## src/rtl/instr_fetch_unit_if.sv

```systemverilog
// Fetch-unit bundle: memory read port, instruction hand-off to execute, and redirect input.
// master = fetch unit side, slave = memory/execute side.
interface instr_fetch_unit_if #(
  parameter int unsigned ADDR_W = 13,
  parameter int unsigned DATA_W = 8
);
  logic              mem_req;
  logic [ADDR_W-1:0] mem_addr;
  logic              mem_ack;
  logic [DATA_W-1:0] mem_rdata;
  logic              inst_valid;
  logic              inst_ready;
  logic [DATA_W-1:0] ir;
  logic [ADDR_W-1:0] tr;
  logic [ADDR_W-1:0] inst_pc;
  logic [ADDR_W-1:0] pc;
  logic              redirect_en;
  logic [ADDR_W-1:0] redirect_pc;

  modport master (
    output mem_req, mem_addr, inst_valid, ir, tr, inst_pc, pc,
    input  mem_ack, mem_rdata, inst_ready, redirect_en, redirect_pc
  );

  modport slave (
    input  mem_req, mem_addr, inst_valid, ir, tr, inst_pc, pc,
    output mem_ack, mem_rdata, inst_ready, redirect_en, redirect_pc
  );
endinterface

```

## src/rtl/instr_fetch_unit.sv

```systemverilog
// Multi-cycle instruction fetch: assembles IR/TR from one or two memory bytes,
// presents them on a valid/ready handshake and honours redirects from execute.
module instr_fetch_unit #(
  parameter int unsigned ADDR_W    = 13,
  parameter int unsigned DATA_W    = 8,
  parameter logic [2:0]  SHORT_OPC = 3'b111
) (
  input logic                clk,
  input logic                rst,
  instr_fetch_unit_if.master bus
);

  typedef enum logic [1:0] {FETCH1, FETCH2, HOLD, DRAIN} state_e;

  state_e            state_q, state_d;
  logic [ADDR_W-1:0] pc_q, pc_d;
  logic [ADDR_W-1:0] mem_addr_q, mem_addr_d;
  logic [ADDR_W-1:0] tr_q, tr_d;
  logic [ADDR_W-1:0] inst_pc_q, inst_pc_d;
  logic [DATA_W-1:0] ir_q, ir_d;
  logic              mem_req_q, mem_req_d;
  logic              inst_valid_q, inst_valid_d;

  logic              ack;
  logic              is_short;
  logic [ADDR_W-1:0] pc_inc;

  // An ack only completes a request we actually have outstanding.
  assign ack      = bus.mem_ack & mem_req_q;
  assign is_short = (bus.mem_rdata[DATA_W-1 -: 3] == SHORT_OPC);
  assign pc_inc   = pc_q + ADDR_W'(1);

  always_ff @(posedge clk or negedge rst) begin
    if (!rst) begin
      state_q      <= FETCH1;
      pc_q         <= '0;
      mem_addr_q   <= '0;
      mem_req_q    <= 1'b0;
      inst_valid_q <= 1'b0;
      ir_q         <= '0;
      tr_q         <= '0;
      inst_pc_q    <= '0;
    end else begin
      state_q      <= state_d;
      pc_q         <= pc_d;
      mem_addr_q   <= mem_addr_d;
      mem_req_q    <= mem_req_d;
      inst_valid_q <= inst_valid_d;
      ir_q         <= ir_d;
      tr_q         <= tr_d;
      inst_pc_q    <= inst_pc_d;
    end
  end

  always_comb begin
    state_d = state_q;
    unique case (state_q)
      FETCH1: begin
        if (bus.redirect_en)  state_d = (!mem_req_q || ack) ? FETCH1 : DRAIN;
        else if (ack)         state_d = is_short ? HOLD : FETCH2;
      end
      FETCH2: begin
        if (bus.redirect_en)  state_d = ack ? FETCH1 : DRAIN;
        else if (ack)         state_d = HOLD;
      end
      HOLD: begin
        if (bus.redirect_en || bus.inst_ready) state_d = FETCH1;
      end
      DRAIN: begin
        if (ack)              state_d = FETCH1;
      end
      default:                state_d = FETCH1;
    endcase
  end

  // Every transition back into a fetch state issues its request on the same edge,
  // so mem_req only drops when the next state is HOLD.
  always_comb begin
    pc_d         = pc_q;
    mem_addr_d   = mem_addr_q;
    mem_req_d    = mem_req_q;
    inst_valid_d = inst_valid_q;
    ir_d         = ir_q;
    tr_d         = tr_q;
    inst_pc_d    = inst_pc_q;
    unique case (state_q)
      FETCH1: begin
        if (bus.redirect_en) begin
          pc_d = bus.redirect_pc;
          if (!mem_req_q || ack) begin
            mem_req_d  = 1'b1;
            mem_addr_d = bus.redirect_pc;
          end
        end else if (!mem_req_q) begin
          mem_req_d  = 1'b1;
          mem_addr_d = pc_q;
        end else if (ack) begin
          ir_d      = bus.mem_rdata;
          inst_pc_d = pc_q;
          pc_d      = pc_inc;
          if (is_short) begin
            tr_d         = '0;
            mem_req_d    = 1'b0;
            inst_valid_d = 1'b1;
          end else begin
            tr_d[ADDR_W-1:DATA_W] = bus.mem_rdata[ADDR_W-DATA_W-1:0];
            mem_addr_d            = pc_inc;
          end
        end
      end
      FETCH2: begin
        if (bus.redirect_en) begin
          pc_d = bus.redirect_pc;
          if (ack) mem_addr_d = bus.redirect_pc;
        end else if (ack) begin
          tr_d[DATA_W-1:0] = bus.mem_rdata;
          pc_d             = pc_inc;
          mem_req_d        = 1'b0;
          inst_valid_d     = 1'b1;
        end
      end
      HOLD: begin
        if (bus.redirect_en || bus.inst_ready) begin
          inst_valid_d = 1'b0;
          mem_req_d    = 1'b1;
          mem_addr_d   = bus.redirect_en ? bus.redirect_pc : pc_q;
          if (bus.redirect_en) pc_d = bus.redirect_pc;
        end
      end
      DRAIN: begin
        if (bus.redirect_en) pc_d = bus.redirect_pc;
        if (ack) mem_addr_d = bus.redirect_en ? bus.redirect_pc : pc_q;
      end
      default: ;
    endcase
  end

  assign bus.mem_req    = mem_req_q;
  assign bus.mem_addr   = mem_addr_q;
  assign bus.inst_valid = inst_valid_q;
  assign bus.ir         = ir_q;
  assign bus.tr         = tr_q;
  assign bus.inst_pc    = inst_pc_q;
  assign bus.pc         = pc_q;

endmodule
```

## src/flat_wrapper.sv

```systemverilog
// flat-port wrapper written by rule: the top's interface ports become plain ports
module instr_fetch_unit_flat 
#(
  parameter int unsigned ADDR_W    = 13,
  parameter int unsigned DATA_W    = 8,
  parameter logic [2:0]  SHORT_OPC = 3'b111
)
  (clk, rst, bus_mem_req, bus_mem_addr, bus_inst_valid, bus_ir, bus_tr, bus_inst_pc, bus_pc, bus_mem_ack, bus_mem_rdata, bus_inst_ready, bus_redirect_en, bus_redirect_pc);
  instr_fetch_unit_if #(.ADDR_W(ADDR_W), .DATA_W(DATA_W)) bus_i ();
  input logic clk;
  input logic rst;
  output wire logic [$bits(bus_i.mem_req)-1:0] bus_mem_req;
  output wire logic [$bits(bus_i.mem_addr)-1:0] bus_mem_addr;
  output wire logic [$bits(bus_i.inst_valid)-1:0] bus_inst_valid;
  output wire logic [$bits(bus_i.ir)-1:0] bus_ir;
  output wire logic [$bits(bus_i.tr)-1:0] bus_tr;
  output wire logic [$bits(bus_i.inst_pc)-1:0] bus_inst_pc;
  output wire logic [$bits(bus_i.pc)-1:0] bus_pc;
  input wire logic [$bits(bus_i.mem_ack)-1:0] bus_mem_ack;
  input wire logic [$bits(bus_i.mem_rdata)-1:0] bus_mem_rdata;
  input wire logic [$bits(bus_i.inst_ready)-1:0] bus_inst_ready;
  input wire logic [$bits(bus_i.redirect_en)-1:0] bus_redirect_en;
  input wire logic [$bits(bus_i.redirect_pc)-1:0] bus_redirect_pc;
  assign bus_mem_req = bus_i.mem_req;
  assign bus_mem_addr = bus_i.mem_addr;
  assign bus_inst_valid = bus_i.inst_valid;
  assign bus_ir = bus_i.ir;
  assign bus_tr = bus_i.tr;
  assign bus_inst_pc = bus_i.inst_pc;
  assign bus_pc = bus_i.pc;
  assign bus_i.mem_ack = bus_mem_ack;
  assign bus_i.mem_rdata = bus_mem_rdata;
  assign bus_i.inst_ready = bus_inst_ready;
  assign bus_i.redirect_en = bus_redirect_en;
  assign bus_i.redirect_pc = bus_redirect_pc;
  instr_fetch_unit #(.ADDR_W(ADDR_W), .DATA_W(DATA_W), .SHORT_OPC(SHORT_OPC)) u_core (.clk(clk), .rst(rst), .bus(bus_i));
endmodule
```

## config.mk

```make
export PLATFORM = sky130hd
export DESIGN_NAME = instr_fetch_unit_flat
export DESIGN_NICKNAME = d
export VERILOG_FILES = /design/src/rtl/instr_fetch_unit_if.sv /design/src/rtl/instr_fetch_unit.sv /design/src/flat_wrapper.sv
export SDC_FILE = /design/constraint.sdc
export NUM_CORES = 1
export LEC_CHECK = 0
export BUFFER_PORTS_ARGS = -buffer_cell sky130_fd_sc_hd__buf_2
export CORE_MARGIN = 5
export CORE_UTILIZATION = 40
export DETAILED_ROUTE_END_ITERATION = 8
export PLACE_DENSITY = 0.67
export SYNTH_ARGS = -nofsm -noshare
export SYNTH_HDL_FRONTEND = slang
export SYNTH_SLANG_ARGS = --single-unit
```

## constraint.sdc

```tcl
create_clock -name clk -period 4.7 [get_ports clk]
set_input_delay 0 -clock clk [delete_from_list [all_inputs] [get_ports clk]]
set_output_delay 0 -clock clk [all_outputs]
set_load 0.05 [all_outputs]
```

==> metrics list <==
- The die covers 10700 um2.
- In this run the most critical hold path is launched from bus_redirect_en.
* TritonCTS clock tree: yes
- Post-synthesis sequential area ratio: 0.458
- In the synthesized netlist the dominant register cell turns out to be sky130_fd_sc_hd__dfrtp_1.
- Biggest cell delay along the critical path: roughly 1.1 ns
- Vias in the first global route: 2859
- Total of flip-flops plus latches after synthesis: 64
- Nets: between 400 and 500
- When the netlist entered floorplanning its net count stood at 379.
* Period minus WS final: around 2.7 ns
- Counting the buffers created by CTS gives 9.
- The region available for standard cell placement spans 8640 um2.
- Hold repair after CTS inserted 22 buffers.
* WL per Instance: 16.3 um
- After synthesis, the largest family of logic cells by area is compound AO/OA/AOI/OAI gates.
- IR analysis of the VDD net gives a maximum drop of around 0.00040 V.
- The number of antenna violations at the first check in global routing came to 0.
* Boundary Pins: 88
* Number of nets with antenna violations after routing: 0
- Headroom to the max-slew limit came out at 0.197.
- Die Span X: between 100 and 150 um
- Initial core utilization: 0.405
* Number of pins exceeding their max-slew limit in the final report: 0
- Met1 track utilization from global routing: 0.234
- Detailed routing inserted a total of 2975 vias.
- Count of cell types in the netlist: 53
- Setup Viol. Count Final: 0
- The clock reaches the later pin of the worst-skew pair after between 0.3 and 0.4 ns.
- The critical path starts at u_core.state_q[1].
* Number of rows in the core area: 34
- The number of antenna diodes in the final layout is 0.
- Peak fanout along the critical path: 17
- The tree is rooted in a sky130_fd_sc_hd__clkbuf_8.
- Power density normalized to cell area: roughly 800 nW/um2
- Entering global routing, the biggest net connects 65 pins.
- Summing all non-filler instances in the final layout gives an area of 4370 um2.
* CTS sink count: 64
- Critical path startpoint category: flop
- Outcome: complete, no violations
- Summing all placed instances gives a cell area of roughly 3900 um2.
* Startpoint of the worst-slack reg-to-reg timing path: u_core.state_q[1]
- Clock buffer depth: 2
- Data on the critical path is required at its endpoint by between 4 and 5 ns.
- Number of iterations in the first detailed-routing pass: 4
- Unrepaired setup endpoints after global routing: no
- Post-CTS setup repair buffer count: 0
* Total wire length after detailed routing: ~9 mm
* Post-route DRC: 0
- Share of synthesized area spent on multiplexers: 0.122
* Cell area after synthesis: about 3500 um2
- The H-tree generated during clock tree synthesis spans 3 levels.
* Via-per-instance ratio: roughly 5.4
* GR Layer Usage met2: 0.282
* Min Hold Slack: approximately 0.22 ns
- Layout cells sized above 1: 0.325
- Quantity of I/O buffers inserted on ports: 87
- The clock arrives with 0.00734 ns of skew.
- Tightest Hold Check Type: in2reg
- The average instance in the mapped netlist occupies between 10 and 15 um2.
- FMAX: 368 MHz
* Clock transition at the registers of the reported paths: about 0.080 ns
- In this run, post-CTS repair resized a total of 0 instances.
- Counting flops with an async set or reset pin after synthesis yields a share of 1.00.
* Leakage power of the design: roughly 0.0020 uW
- Across the run, the number of max-cap violations was 0.
- Cell with the biggest individual delay on the critical path: sky130_fd_sc_hd__a2111oi_4
* Remaining global-route overflow: 0
- Data on the critical path arrives at its endpoint at 2.95 ns.
- At the end of routability-driven placement, the weighted congestion stood at approximately 0.84.
- Buf/Inv on CP: 1
- Share of the synthesized area in compound gates (AO/OA/AOI/OAI): 0.172
- Xor/xnor share of the synthesized area: 0.0426
- GRT busiest layer: met2
- In the global route stage, overall resource usage came out at 0.177.
- End-of-flow core utilization: 0.506
- The kind of cell with the highest combined delay along the critical path is compound AO/OA/AOI/OAI gates.
- The synthesized design contains 0 enable-type register cells.
- Relative to the synthesized area, the layout overhead comes to 24.9%.
- Detailed placement finished with a half-perimeter wire length of roughly 6.3 mm.
- Area fraction in and, or, nand and nor cells after synthesis: 0.134
- GR met3 Demand/Resource: 0.0423
- Count of mapped cells out of synthesis: 347
- The die is 103 um tall.
- Of the available clock period, the critical path in the final layout requires 0.578.
- Crit Path Category: reg2reg
* Violation count after the first detailed-route iteration: roughly 230
- The first global-routing pass estimated 14.5 mm of wire.
- STA classifies the critical path endpoint as a flop.
* Post-synthesis share of cell area spent on full adders, half adders and majority gates: 0.0215
- Cell breakdown of the critical path: inv_1 -> ha_1 -> a31oi_2 -> a21oi_2 -> a2111oi_4 -> mux2_2
- The hold violation count in the final report came to 0.
- Synth Warn #: 0
- Actual slew at the worst max-slew pin: ~1.2 ns
- Setup TNS after final layout: 0 ns
-- final cells by class --
type | instances | area, um2
sequential | 64 | 1600
clock inverter | 7 | 80.1
inverter | 9 | 33.8
timing repair buffer | 111 | 671
fill | 804 | 4270
multi-input combinational | 246 | 1720
tap | 108 | 135
clock buffer | 9 | 124
-- power breakdown --
group / leakage, uW / internal, uW / switching [uW] / total, uW
Combinational: 0.00115 / 639 / 1390 / 2030
Sequential: 0.000785 / 790 / 179 / 969
Clock: 0.0000964 / 250 / 233 / 482
-- layout by cell type, fill, tap and decap left out, types with 6 or more instances in the layout --
cell	instances
sky130_fd_sc_hd__nand3_1	6
sky130_fd_sc_hd__a22o_1	8
sky130_fd_sc_hd__dlygate4sd3_1	22
sky130_fd_sc_hd__inv_1	9
sky130_fd_sc_hd__xnor2_1	12
sky130_fd_sc_hd__clkbuf_8	9
sky130_fd_sc_hd__mux2_2	30
sky130_fd_sc_hd__nand2_1	41
sky130_fd_sc_hd__nor2_1	16
sky130_fd_sc_hd__mux2i_1	6
sky130_fd_sc_hd__ha_1	6
sky130_fd_sc_hd__a21oi_1	21
sky130_fd_sc_hd__dfrtp_1	64
sky130_fd_sc_hd__buf_2	87
sky130_fd_sc_hd__o21ai_0	28
-- cells in the mapped netlist, types with 6 or more instances --
cell / instances / area (um2)
sky130_fd_sc_hd__buf_2: 6 / 30.0
sky130_fd_sc_hd__a21oi_1: 21 / 105
sky130_fd_sc_hd__ha_1: 6 / 75.1
sky130_fd_sc_hd__a22o_1: 8 / 70.1
sky130_fd_sc_hd__nor2_1: 16 / 60.1
sky130_fd_sc_hd__dfrtp_1: 64 / 1600
sky130_fd_sc_hd__inv_1: 9 / 33.8
sky130_fd_sc_hd__clkbuf_1: 15 / 56.3
sky130_fd_sc_hd__xnor2_1: 12 / 105
sky130_fd_sc_hd__mux2i_1: 6 / 60.1
sky130_fd_sc_hd__nand2_1: 41 / 154
sky130_fd_sc_hd__mux2_2: 30 / 338
sky130_fd_sc_hd__nand3_1: 6 / 30.0
sky130_fd_sc_hd__o21ai_0: 28 / 140
-- worst reg2reg max path: cells and delay by family, from the launching register on --
kind                     cells  cell delay (ns)
adder cells (fa/ha/maj)      1             0.31
AO/OA/AOI/OAI                3             1.38
multiplexers                 1             0.43
buffers and inverters        1             0.10
flip-flops                   1             0.39
-- state kept, by name, indices dropped and copies added, names as in the netlist --
signal	count
u_core.bus.inst_pc	13
u_core.bus.inst_valid	1
u_core.bus.ir	8
u_core.bus.mem_addr	13
u_core.bus.mem_req	1
u_core.bus.pc	13
u_core.bus.tr	13
u_core.state_q	2
-- logic make-up (layout without fill, tap and decap cells) --
family,after synthesis,after routing
multiplexers,38,38
adder cells (fa/ha/maj),6,6
AO/OA/AOI/OAI,88,88
AND/OR/NAND/NOR,97,97
XOR/XNOR,17,17
buffers and inverters,37,136
flip-flops,64,64
-- per-layer routing --
layer / wire [um] / part of all wire
met5: 0 / 0
met4: 174 / 0.019
met3: 495 / 0.055
met2: 4220 / 0.47
met1: 4110 / 0.46
-- per-stage QoR --
stage,total power [uW],std cells,setup WS [ns]
after floorplan,2560,347,2.54
after detailed placement,3000,516,1.96
final,3480,554,1.98
after global placement,2970,516,2.10
after global routing,3690,554,1.75
after CTS,3510,554,1.96
-- path summary, 6_finish.rpt --
check	endpoint	slack, ns	cells after the start
max	u_core.bus.mem_addr[8]	1.98	6
min	u_core.bus.pc[3]	0.22	3
max reg2reg	u_core.bus.mem_addr[8]	1.98	6
min reg2reg	u_core.bus.tr[11]	0.48	2
max in group asynchronous	u_core.bus.pc[2]	3.80	3
min in group asynchronous	u_core.bus.tr[5]	0.36	3
No activity file was read; power rests on OpenSTA's default activity.
